===== config.mk =====
export PLATFORM = sky130hd
export DESIGN_NAME = fib_sequence_locator
export DESIGN_NICKNAME = d
export VERILOG_FILES = /design/src/rtl/fib_sequence_locator.sv
export SDC_FILE = /design/constraint.sdc
export NUM_CORES = 1
export LEC_CHECK = 0
export CAP_MARGIN = 20
export CORE_ASPECT_RATIO = 1.75
export CORE_MARGIN = 5
export CORE_UTILIZATION = 30
export DETAILED_ROUTE_END_ITERATION = 6
export GPL_ROUTABILITY_DRIVEN = 0
export GPL_TIMING_DRIVEN = 0
export PLACE_DENSITY = 0.56
export RECOVER_POWER = 25
export SYNTH_ARGS = -nofsm -noshare
export SYNTH_HDL_FRONTEND = slang
export SYNTH_SLANG_ARGS = --single-unit

===== constraint.sdc =====
create_clock -name clock -period 7.1 [get_ports clock]
set_input_delay 1.775 -clock clock [delete_from_list [all_inputs] [get_ports clock]]
set_output_delay 1.775 -clock clock [all_outputs]
set_load 0.03 [all_outputs]

===== src/rtl/fib_sequence_locator.sv =====
// Walks the Fibonacci sequence one term per clock to locate an operand:
// reports membership, index and the bracketing terms, or range overflow.
module fib_sequence_locator #(
  parameter int WIDTH = 32,
  parameter int IDX_W = 7
) (
  input  logic             clock,
  input  logic             reset,
  input  logic             enable,
  input  logic [WIDTH-1:0] in_number,
  input  logic             in_valid,
  output logic             in_ready,
  output logic             out_valid,
  input  logic             out_ready,
  output logic             is_fib,
  output logic [IDX_W-1:0] fib_index,
  output logic [WIDTH-1:0] fib_lower,
  output logic [WIDTH-1:0] fib_upper,
  output logic             overflow
);

  typedef enum logic [1:0] {IDLE, SEARCH, DONE} state_t;

  state_t             state_q, state_d;
  logic [WIDTH-1:0]   num_q, num_d;
  logic [WIDTH-1:0]   a_q, a_d;
  logic [WIDTH:0]     b_q, b_d;
  logic [WIDTH-1:0]   prev_q, prev_d;
  logic [IDX_W-1:0]   idx_q, idx_d;
  logic               is_fib_q, is_fib_d;
  logic [IDX_W-1:0]   fib_index_q, fib_index_d;
  logic [WIDTH-1:0]   fib_lower_q, fib_lower_d;
  logic [WIDTH-1:0]   fib_upper_q, fib_upper_d;
  logic               overflow_q, overflow_d;

  // Next term with its carry kept, so leaving the representable range is visible.
  function automatic logic [WIDTH:0] fib_add(input logic [WIDTH-1:0] x,
                                             input logic [WIDTH-1:0] y);
    return {1'b0, x} + {1'b0, y};
  endfunction

  // Upper bracket when the sequence runs out of range: saturate to all-ones.
  function automatic logic [WIDTH-1:0] sat_upper();
    return {WIDTH{1'b1}};
  endfunction

  assign in_ready  = (state_q == IDLE) && enable;
  assign out_valid = (state_q == DONE);
  assign is_fib    = is_fib_q;
  assign fib_index = fib_index_q;
  assign fib_lower = fib_lower_q;
  assign fib_upper = fib_upper_q;
  assign overflow  = overflow_q;

  always_comb begin
    state_d     = state_q;
    num_d       = num_q;
    a_d         = a_q;
    b_d         = b_q;
    prev_d      = prev_q;
    idx_d       = idx_q;
    is_fib_d    = is_fib_q;
    fib_index_d = fib_index_q;
    fib_lower_d = fib_lower_q;
    fib_upper_d = fib_upper_q;
    overflow_d  = overflow_q;

    if (!enable) begin
      state_d = IDLE;
    end else begin
      case (state_q)
        IDLE: begin
          if (in_valid) begin
            num_d   = in_number;
            a_d     = '0;
            b_d     = (WIDTH+1)'(1);
            prev_d  = '0;
            idx_d   = '0;
            state_d = SEARCH;
          end
        end
        SEARCH: begin
          if (a_q == num_q) begin
            is_fib_d    = 1'b1;
            fib_index_d = idx_q;
            fib_lower_d = a_q;
            fib_upper_d = a_q;
            overflow_d  = 1'b0;
            state_d     = DONE;
          end else if (a_q > num_q) begin
            // Overshot: the previous term is the lower bracket.
            is_fib_d    = 1'b0;
            fib_index_d = idx_q - IDX_W'(1);
            fib_lower_d = prev_q;
            fib_upper_d = a_q;
            overflow_d  = 1'b0;
            state_d     = DONE;
          end else if (b_q[WIDTH]) begin
            is_fib_d    = 1'b0;
            fib_index_d = idx_q;
            fib_lower_d = a_q;
            fib_upper_d = sat_upper();
            overflow_d  = 1'b1;
            state_d     = DONE;
          end else begin
            prev_d = a_q;
            a_d    = b_q[WIDTH-1:0];
            b_d    = fib_add(a_q, b_q[WIDTH-1:0]);
            idx_d  = idx_q + IDX_W'(1);
          end
        end
        DONE: begin
          if (out_ready) state_d = IDLE;
        end
        default: state_d = IDLE;
      endcase
    end
  end

  always_ff @(posedge clock or posedge reset) begin
    if (reset) begin
      state_q     <= IDLE;
      a_q         <= '0;
      b_q         <= (WIDTH+1)'(1);
      prev_q      <= '0;
      idx_q       <= '0;
      is_fib_q    <= 1'b0;
      fib_index_q <= '0;
      fib_lower_q <= '0;
      fib_upper_q <= '0;
      overflow_q  <= 1'b0;
    end else begin
      state_q     <= state_d;
      a_q         <= a_d;
      b_q         <= b_d;
      prev_q      <= prev_d;
      idx_q       <= idx_d;
      is_fib_q    <= is_fib_d;
      fib_index_q <= fib_index_d;
      fib_lower_q <= fib_lower_d;
      fib_upper_q <= fib_upper_d;
      overflow_q  <= overflow_d;
    end
  end

  // Operand is captured only on acceptance and needs no reset value.
  always_ff @(posedge clock) begin
    num_q <= num_d;
  end

endmodule


==> impl_metrics.yaml, run 1 <==
job:
  cap_viol_max_count: 1
clock_network:
  post_cts_resized: 0
  hold_buffers: 0
  clkSlewWorstSetupHoldPaths_ns: 0.06
  cts_max_path_buffers: 3
  clkLatencyLatePin_ns: 0.52
  root_buffer: "clkbuf_16"
  clkSinkCount: 211
  tritoncts: "yes"
  cts_setup_buffers: 0
  cts_made_buffers: 23
  h-tree-depth: 1
min_path:
  min_to: "fib_lower[25]$_DFFE_PP0P_"
  holdPathStages: 2
  hp-class: "reg -> reg"
  worstHoldStart: "fib_lower[25]$_DFFE_PP0P_"
placed_design:
  dp_hpwl_um: 24500
  io_buffers: 111
timing:
  setup_violations: 0
  worst_slew_pin_slew_ns: 3.45
  slew_headroom_pct: -131
  hold_viol_final: 0
  slew_violations: 75
  min_period_ns: 5.25
  max_freq_mhz: 190
  fin_skew_ns: 0.0174
  rsz0062_at_grt: "false"
  final.period_utilization_pct: 74.0
  finalSetupTns_ns: 0
route:
  drcViolationCount: 0
  wl_um: 32200
  via_per_inst: 5.04
  vias: 8673
  antenna_left: 0
  drtIter0Drc: 428
  wl_per_cell_um: 18.7
  first_pass_iters: 4
worst_setup_path:
  reg2reg_to: "b_q[2]$_DFFE_PP0P_"
  cp-start-kind: "input pin"
  cp.arrival_ns: 3.48
  cp_max_fo: 4
  r2r-start: "a_q[21]$_DFFE_PP0P_"
  critPathKind: "in -> out"
  crit_path_end_kind: "output port"
  r2r_slack_ns: 3.25
  required_ns: 5.33
  reg2regPathDepth: 10
finish:
  fin_util_pct: 37.1
  antenna_cells: 0
  layout-drive-gt1-share_pct: 6.55
  nNetsFinal: 1339
  final_common_cell: "nand2_1"
  area_growth_pct: 23.0
  mostFrequentLayoutCells: "nand2_1 (218), dfrtp_1 (178), o21ai_0 (139)"
die:
  die_area_sq_mm: 0.0400
  start_util_pct: 30.1
  rows: 92
  coreArea_sq_mm: 0.0358
  io_pins: 112
  die_h_um: 261
  die_w_um: 153
grt:
  antenna_found_initial: 0
  grt_pass1_vias: 9012
  gr-total-overflow: 0
  grt_pass1_wl_um: 50800
  grt_use_total_pct: 16.0
  grt_max_degree: 106
synthesis:
  synth-edff-count: 32
  synthDistinctLibCells: 63
  ys_seq_elements: 211
  yosysSeqAreaShare_pct: 50.4
  syn-cell-area_sq_mm: 0.0108
  synthCells: 1098
  synth_fp_nets: 1202
  yosys_warnings: 0
  syn_avg_cell_area_sq_um: 9.82
  ys.flop_type: "dfrtp_1"
  async_flop_share_pct: 84.8
run_status:
  status: "finished, violations left"
  failed_checks: "capacitance limit, slew limit"
power_and_ir_drop:
  power_density_mw_per_mm2: 277
  worst_ir_drop_vdd_mv: 0.193
  p_leak_nw: 5.86
==> worst max-delay path by stage <==
stage          startpoint                 end  slack (ns)  cells after the start
6_report           enable            in_ready        1.85                      4
3_5_place_dp       enable            in_ready        1.83                      4
3_3_place_gp        reset  b_q[5]$_DFFE_PP0P_       -2.20                      2
2_1_floorplan       reset  a_q[0]$_DFFE_PP0P_        0.47                      1
5_1_grt            enable            in_ready        1.73                      4
4_1_cts            enable            in_ready        1.81                      4
==> critical path, cell delays in order <==
cell	delay, ns
clkdlybuf4s50_1	0.56
inv_1	0.13
nor3_1	0.29
clkdlybuf4s50_1	0.73
==> cell families after synthesis <==
group	after synthesis	share of synthesized area [%]
AO/OA/AOI/OAI	311	18.0
XOR/XNOR	30	2.44
AND/OR/NAND/NOR	338	13.9
adder cells (fa/ha/maj)	67	7.84
buffers and inverters	106	4.11
multiplexers	35	3.26
flip-flops	211	50.4
==> registers in the layout, indices dropped and copies added, names as in the netlist <==
name       count
a_q           32
fib_upper     32
prev_q        32
b_q           33
idx_q          7
is_fib         1
fib_index      7
state_q        2
overflow       1
num_q         32
fib_lower     32
==> synth_stat cells, drive strengths merged, types with 2 or more instances <==
master  count  share of area, %
a21oi      46               2.3
nor3       13              0.60
a211oi      5              0.35
o41ai       4              0.39
mux2i      34               3.2
o211ai      5              0.35
o22a       33               2.7
buf        29               1.4
a31o        2              0.16
edfxtp     32               8.9
dfrtp     178                41
nor3b       5              0.45
clkbuf     29               1.0
nand2     218               7.6
nand4      14              0.81
o31ai      25               1.7
or3         6              0.35
a21o       16               1.1
inv        48               1.7
and3        6              0.35
nor2b       9              0.52
xnor2      15               1.2
nor2       28              0.97
ha         66               7.7
o21ai     146               6.8
a31oi       9              0.52
nand3      18              0.84
nor4        5              0.35
xor2       15               1.2
nand2b      9              0.52
and4        3              0.24
a21boi      3              0.21
o21a        4              0.28
==> metrics by stage <==
step	std cells	worst slack (ns)	hold slack (ns)	power (mW)	area [sq um]
floorplan	1098	0.468	0.448	2.06	10800
global placement	1679	-2.20	0.461	2.49	12500
detailed placement	1680	1.83	0.468	2.50	12500
CTS	1721	1.81	0.482	3.72	13300
global route	1721	1.73	0.500	3.83	13300
finish	1721	1.85	0.478	3.68	13300
==> layout make-up <==
class                   instances  area [sq um]
plain buffers                  58           263
well taps                     470           588
multi-input cells             781          4900
flip-flops and latches        211          5440
inverters                      48           181
repair buffers                112          1140
clock inverters                 8           100
clock buffers                  33           653
fillers                      3593         22500
==> routing by layer <==
metal	vias up	GRT usage, %	wire [um]
li1	4178	-	-
met1	4223	18.4	12700
met3	68	1.87	1200
met5	-	0	0
met4	0	6.95	1450
met2	204	29.7	16800
==> where the power goes <==
| group | internal [mW] | switching (mW) | leakage, nW | total, mW |
|---|---|---|---|---|
| Sequential | 1.39 | 0.107 | 2.72 | 1.50 |
| Clock | 0.713 | 0.498 | 0.368 | 1.21 |
| Combinational | 0.371 | 0.598 | 2.77 | 0.969 |
(Power assumes the default switching activity.)
==> run 2: changes to the inputs <==
--- a/config.mk
+++ b/config.mk
@@ -12,7 +12,7 @@
 export DETAILED_ROUTE_END_ITERATION = 6
 export GPL_ROUTABILITY_DRIVEN = 0
 export GPL_TIMING_DRIVEN = 0
-export PLACE_DENSITY = 0.56
+export PLACE_DENSITY = 0.57
 export RECOVER_POWER = 25
 export SYNTH_ARGS = -nofsm -noshare
 export SYNTH_HDL_FRONTEND = slang
==> constraint.sdc (replaced) <==
create_clock -name clock -period 4.8 [get_ports clock]
set_input_delay 1.2 -clock clock [delete_from_list [all_inputs] [get_ports clock]]
set_output_delay 1.2 -clock clock [all_outputs]
set_load 0.03 [all_outputs]
==> run 2 against run 1 <==
The flow still finishes with violations (capacitance limit, slew limit). Critical endpoint unchanged. Core utilization rose by 0.22 points. Cell count grew 0.23%. Critical path depth is the same. Largest power group unchanged. Highest routed layer unchanged. Power up 50%. Combinational power rose by 49%. Sequential cell count stayed put.
==> impl_metrics.yaml, run 2 (synthesis gave the netlist of run 1 again) <==
run_status:
  status: "finished, violations left"
  failed_checks: "capacitance limit, slew limit"
clock_network:
  clkLatencyLatePin_ns: 0.54
  tritoncts: "yes"
  post_cts_resized: 0
  root_buffer: "clkbuf_16"
  cts_max_path_buffers: 3
  cts_setup_buffers: 0
  hold_buffers: 0
  clkSlewWorstSetupHoldPaths_ns: 0.06
  cts_made_buffers: 23
  h-tree-depth: 1
  clkSinkCount: 211
timing:
  rsz0062_at_grt: "false"
  hold_viol_final: 0
  worst_slew_pin_slew_ns: 2.00
  slew_violations: 36
  hold_ws_ns: 0.477
  min_period_ns: 4.15
  max_freq_mhz: 241
  setup_violations: 0
  fin_skew_ns: 0.0197
  final.period_utilization_pct: 86.5
  slew_headroom_pct: -33.6
route:
  wl_um: 32400
  drtIter0Drc: 489
  wl_per_cell_um: 18.8
  vias: 8728
  via_per_inst: 5.06
  antenna_left: 0
  first_pass_iters: 5
  drcViolationCount: 0
grt:
  grt_pass1_wl_um: 51100
  grt_use_total_pct: 16.1
  gr-total-overflow: 0
  antenna_found_initial: 0
  grt_max_degree: 41
  grt_pass1_vias: 9137
finish:
  fin_area_sq_mm: 0.0133
  area_growth_pct: 23.7
  multi_input_area_sq_mm: 0.00490
  top_register: "b_q"
  largest_reg_flops: 33
  mostFrequentLayoutCells: "nand2_1 (218), dfrtp_1 (178), o21ai_0 (139)"
  nNetsFinal: 1342
  fin_util_pct: 37.3
  antenna_cells: 0
  layout-drive-gt1-share_pct: 6.93
  n_fill_cell: 3591
  final_common_cell: "nand2_1"
  seqCellArea_sq_mm: 0.00544
job:
  cap_viol_max_count: 1
power_and_ir_drop:
  pwr-share-seq_pct: 40.2
  worst_ir_drop_vdd_mv: 0.337
  power_switching_mw: 1.81
  power_frac_clock_pct: 33.7
  switching_share_pct: 32.7
  p_leak_nw: 5.90
  intPower_mw: 3.72
  power_density_mw_per_mm2: 414
  p_comb_share_pct: 26.0
worst_setup_path:
  r2r_slack_ns: 1.01
  crit_path_end_kind: "output port"
  cpMaxStageDelayCell: "clkdlybuf4s50_1"
  cp_common_cell: "clkdlybuf4s50_1"
  crit_path_max_incr_delay_ns: 0.75
  required_ns: 3.60
  crit_chain: "clkdlybuf4s50_1 > inv_1 > nor3_1 > clkdlybuf4s50_1"
  worstPathBufferInverterCount: 3
  cp-start-kind: "input pin"
  cp_top_family: "buffers and inverters"
  critPathKind: "in -> out"
  cp_max_fo: 4
  cp.arrival_ns: 2.95
die:
  die_h_um: 261
  coreArea_sq_mm: 0.0358
  start_util_pct: 30.1
  io_pins: 112
  die_area_sq_mm: 0.0400
  die_w_um: 153
  rows: 92
placed_design:
  dp_hpwl_um: 25000
  io_buffers: 111
  placed_area_sq_mm: 0.0126
min_path:
  hp-class: "reg -> reg"
run 2: worst paths after layout:
check / start / end / cells after the start
worst max register to register: a_q[21]$_DFFE_PP0P_ / prev_q[1]$_DFFE_PP0P_ / 10
worst min register to register: fib_lower[25]$_DFFE_PP0P_ / fib_lower[25]$_DFFE_PP0P_ / 2
min in group asynchronous: reset / fib_lower[21]$_DFFE_PP0P_ / 2
worst min-delay path: fib_lower[25]$_DFFE_PP0P_ / fib_lower[25]$_DFFE_PP0P_ / 2
worst max-delay path: enable / in_ready / 4
max in group asynchronous: reset / fib_upper[20]$_DFFE_PP0P_ / 3
run 2: layout make-up:
class	count	share of cell area [%]
flip-flops and latches	211	40.8
multi-input cells	781	36.7
repair buffers	115	8.80
clock buffers	31	4.84
well taps	470	4.41
plain buffers	58	1.97
inverters	48	1.36
clock inverters	11	1.12
run 2: power groups by stage:
stage	sequential, mW	clock, mW	combinational (mW)
finish	2.22	1.86	1.44
global route	2.25	1.97	1.54
CTS	2.23	1.91	1.46
detailed placement	2.26	0	1.46
global placement	2.26	0	1.43
floorplan	2.57	0	0.469
run 2: metrics by stage:
step,setup slack [ns],setup TNS [ns],instances,power (mW)
3_5_place_dp,0.375,0,1683,3.72
4_1_cts,0.637,0,1725,5.60
6_report,0.649,0,1725,5.53
3_3_place_gp,-0.280,-59.82,1679,3.69
5_1_grt,0.336,0,1725,5.76
2_1_floorplan,1.03,0,1098,3.04
run 2: worst register-to-register path: cells and delay by family, from the launching register on:
kind / cells / cell delay (ns)
AND/OR/NAND/NOR: 4 / 1.24
buffers and inverters: 2 / 0.70
AO/OA/AOI/OAI: 3 / 0.85
adder cells (fa/ha/maj): 1 / 0.36
flip-flops: 1 / 0.51
run 2: routing by layer:
layer | track usage (%) | vias to the layer above | share of wire [%]
li1 | - | 4181 | -
met1 | 17.7 | 4182 | 38
met2 | 29.2 | 268 | 51
met3 | 2.90 | 97 | 5.4
met4 | 8.91 | 0 | 6.0
met5 | 0 | - | 0
==> run 3: changes to the inputs <==
--- a/config.mk
+++ b/config.mk
@@ -9,6 +9,7 @@
 export CORE_ASPECT_RATIO = 1.75
 export CORE_MARGIN = 5
 export CORE_UTILIZATION = 30
+export CTS_BUF_LIST = sky130_fd_sc_hd__clkbuf_4
 export DETAILED_ROUTE_END_ITERATION = 6
 export GPL_ROUTABILITY_DRIVEN = 0
 export GPL_TIMING_DRIVEN = 0
==> run 3 against run 2 <==
The run still ends with capacitance limit, slew limit left. Sequential cell count stayed put. Global-route usage is 0.40 points higher. Power is 2.9% lower. Critical path depth stayed put. Critical path type unchanged.
==> impl_metrics.yaml, run 3 (synthesis gave the netlist of run 1 again) <==
placed_design:
  post-place-cells: 1683
  post-place-ws_ns: 0.375
  io_buffers: 111
  dp_hpwl_um: 25000
route:
  wl_per_cell_um: 18.5
  antenna_left: 0
  drtIter0Drc: 475
  via_per_inst: 5.04
  wl_um: 33000
  drcViolationCount: 0
  first_pass_iters: 5
  vias: 9007
grt:
  grt_pass1_vias: 9427
  grt_max_degree: 41
  grt_pass1_wl_um: 52200
  grt_use_total_pct: 16.5
  antenna_found_initial: 1
  gr-total-overflow: 0
timing:
  finalSetupTns_ns: 0
  slew_violations: 76
  min_period_ns: 4.13
  fin_ws_ns: 0.665
  setup_violations: 0
  final.period_utilization_pct: 86.1
  fin_skew_ns: 0.0490
  worst_slew_pin_slew_ns: 2.19
  hold_viol_final: 0
  rsz0062_at_grt: "false"
  max_freq_mhz: 242
  slew_headroom_pct: -46.1
die:
  io_pins: 112
  start_util_pct: 30.1
  coreArea_sq_mm: 0.0358
  rows: 92
  die_h_um: 261
  die_w_um: 153
  die_area_sq_mm: 0.0400
finish:
  fin_cells: 1787
  layout-drive-gt1-share_pct: 11.0
  mostFrequentLayoutCells: "nand2_1 (218), dfrtp_1 (178), o21ai_0 (139)"
  largest_reg_flops: 33
  area_growth_pct: 23.4
  top_register: "b_q"
  n_fill_cell: 3648
  final_common_cell: "nand2_1"
  nNetsFinal: 1375
  fin_util_pct: 37.2
clock_network:
  cts_made_buffers: 56
  clkLatencyLatePin_ns: 0.73
  cts_setup_buffers: 0
  hold_buffers: 0
  post_cts_resized: 0
  cts_max_path_buffers: 3
  clkSinkCount: 211
  h-tree-depth: 2
  root_buffer: "clkbuf_4"
  clkSlewWorstSetupHoldPaths_ns: 0.06
  tritoncts: "yes"
min_path:
  hp-class: "reg -> reg"
worst_setup_path:
  crit_path_end_kind: "output port"
  required_ns: 3.60
  cp-start-kind: "input pin"
  cp_max_fo: 4
  critPathKind: "in -> out"
  cp.arrival_ns: 2.93
job:
  cap_viol_max_count: 2
power_and_ir_drop:
  power_density_mw_per_mm2: 403
  p_total_mw: 5.37
  worst_ir_drop_vdd_mv: 0.315
  p_leak_nw: 5.96
run_status:
  failed_checks: "capacitance limit, slew limit"
  status: "finished, violations left"
## run 3: report_power, final
group / internal [mW] / switching, mW / leakage [nW]
clock: 0.925 / 0.782 / 0.464
combinational: 0.550 / 0.886 / 2.78
sequential: 2.05 / 0.171 / 2.72
## run 3: layout make-up
type | instances | area, sq um | area share (%)
Inverter | 48 | 181 | 1.36
Clock inverter | 10 | 75.1 | 0.564
Buffer | 58 | 263 | 1.97
Timing Repair Buffer | 115 | 1160 | 8.70
Antenna cell | 1 | 2.50 | 0.0188
Tap cell | 470 | 588 | 4.42
Multi-Input combinational cell | 781 | 4900 | 36.8
Clock buffer | 93 | 698 | 5.24
Sequential cell | 211 | 5440 | 40.9
## run 3: path summary, 6_finish.rpt
check / from / endpoint / slack (ns) / depth (start not counted)
min reg2reg: fib_lower[25]$_DFFE_PP0P_ / fib_lower[25]$_DFFE_PP0P_ / 0.48 / 2
max: enable / in_ready / 0.67 / 4
min in group asynchronous: reset / b_q[18]$_DFFE_PP0P_ / 1.21 / 2
max in group asynchronous: reset / prev_q[6]$_DFFE_PP0P_ / 0.97 / 3
min: fib_lower[25]$_DFFE_PP0P_ / fib_lower[25]$_DFFE_PP0P_ / 0.48 / 2
max reg2reg: a_q[19]$_DFFE_PP0P_ / b_q[2]$_DFFE_PP0P_ / 0.96 / 10
## run 3: worst max-delay path, cell delays in order
cell	delay, ns
clkdlybuf4s50_1	0.55
inv_1	0.10
nor3_1	0.33
clkdlybuf4s50_1	0.75
## run 3: stage by stage
stage | instance area (sq um) | hold WS [ns]
after floorplan | 10800 | 0.448
after global placement | 12500 | 0.460
after detailed placement | 12600 | 0.469
after CTS | 13300 | 0.484
after global routing | 13300 | 0.505
final | 13300 | 0.476
## run 3: metal layers
metal	track usage, %	up-vias	routed length [um]
li1	-	4294	-
met1	17.8	4347	12700
met2	29.8	268	16900
met3	3.45	98	1560
met4	9.43	0	1880
met5	0	-	0
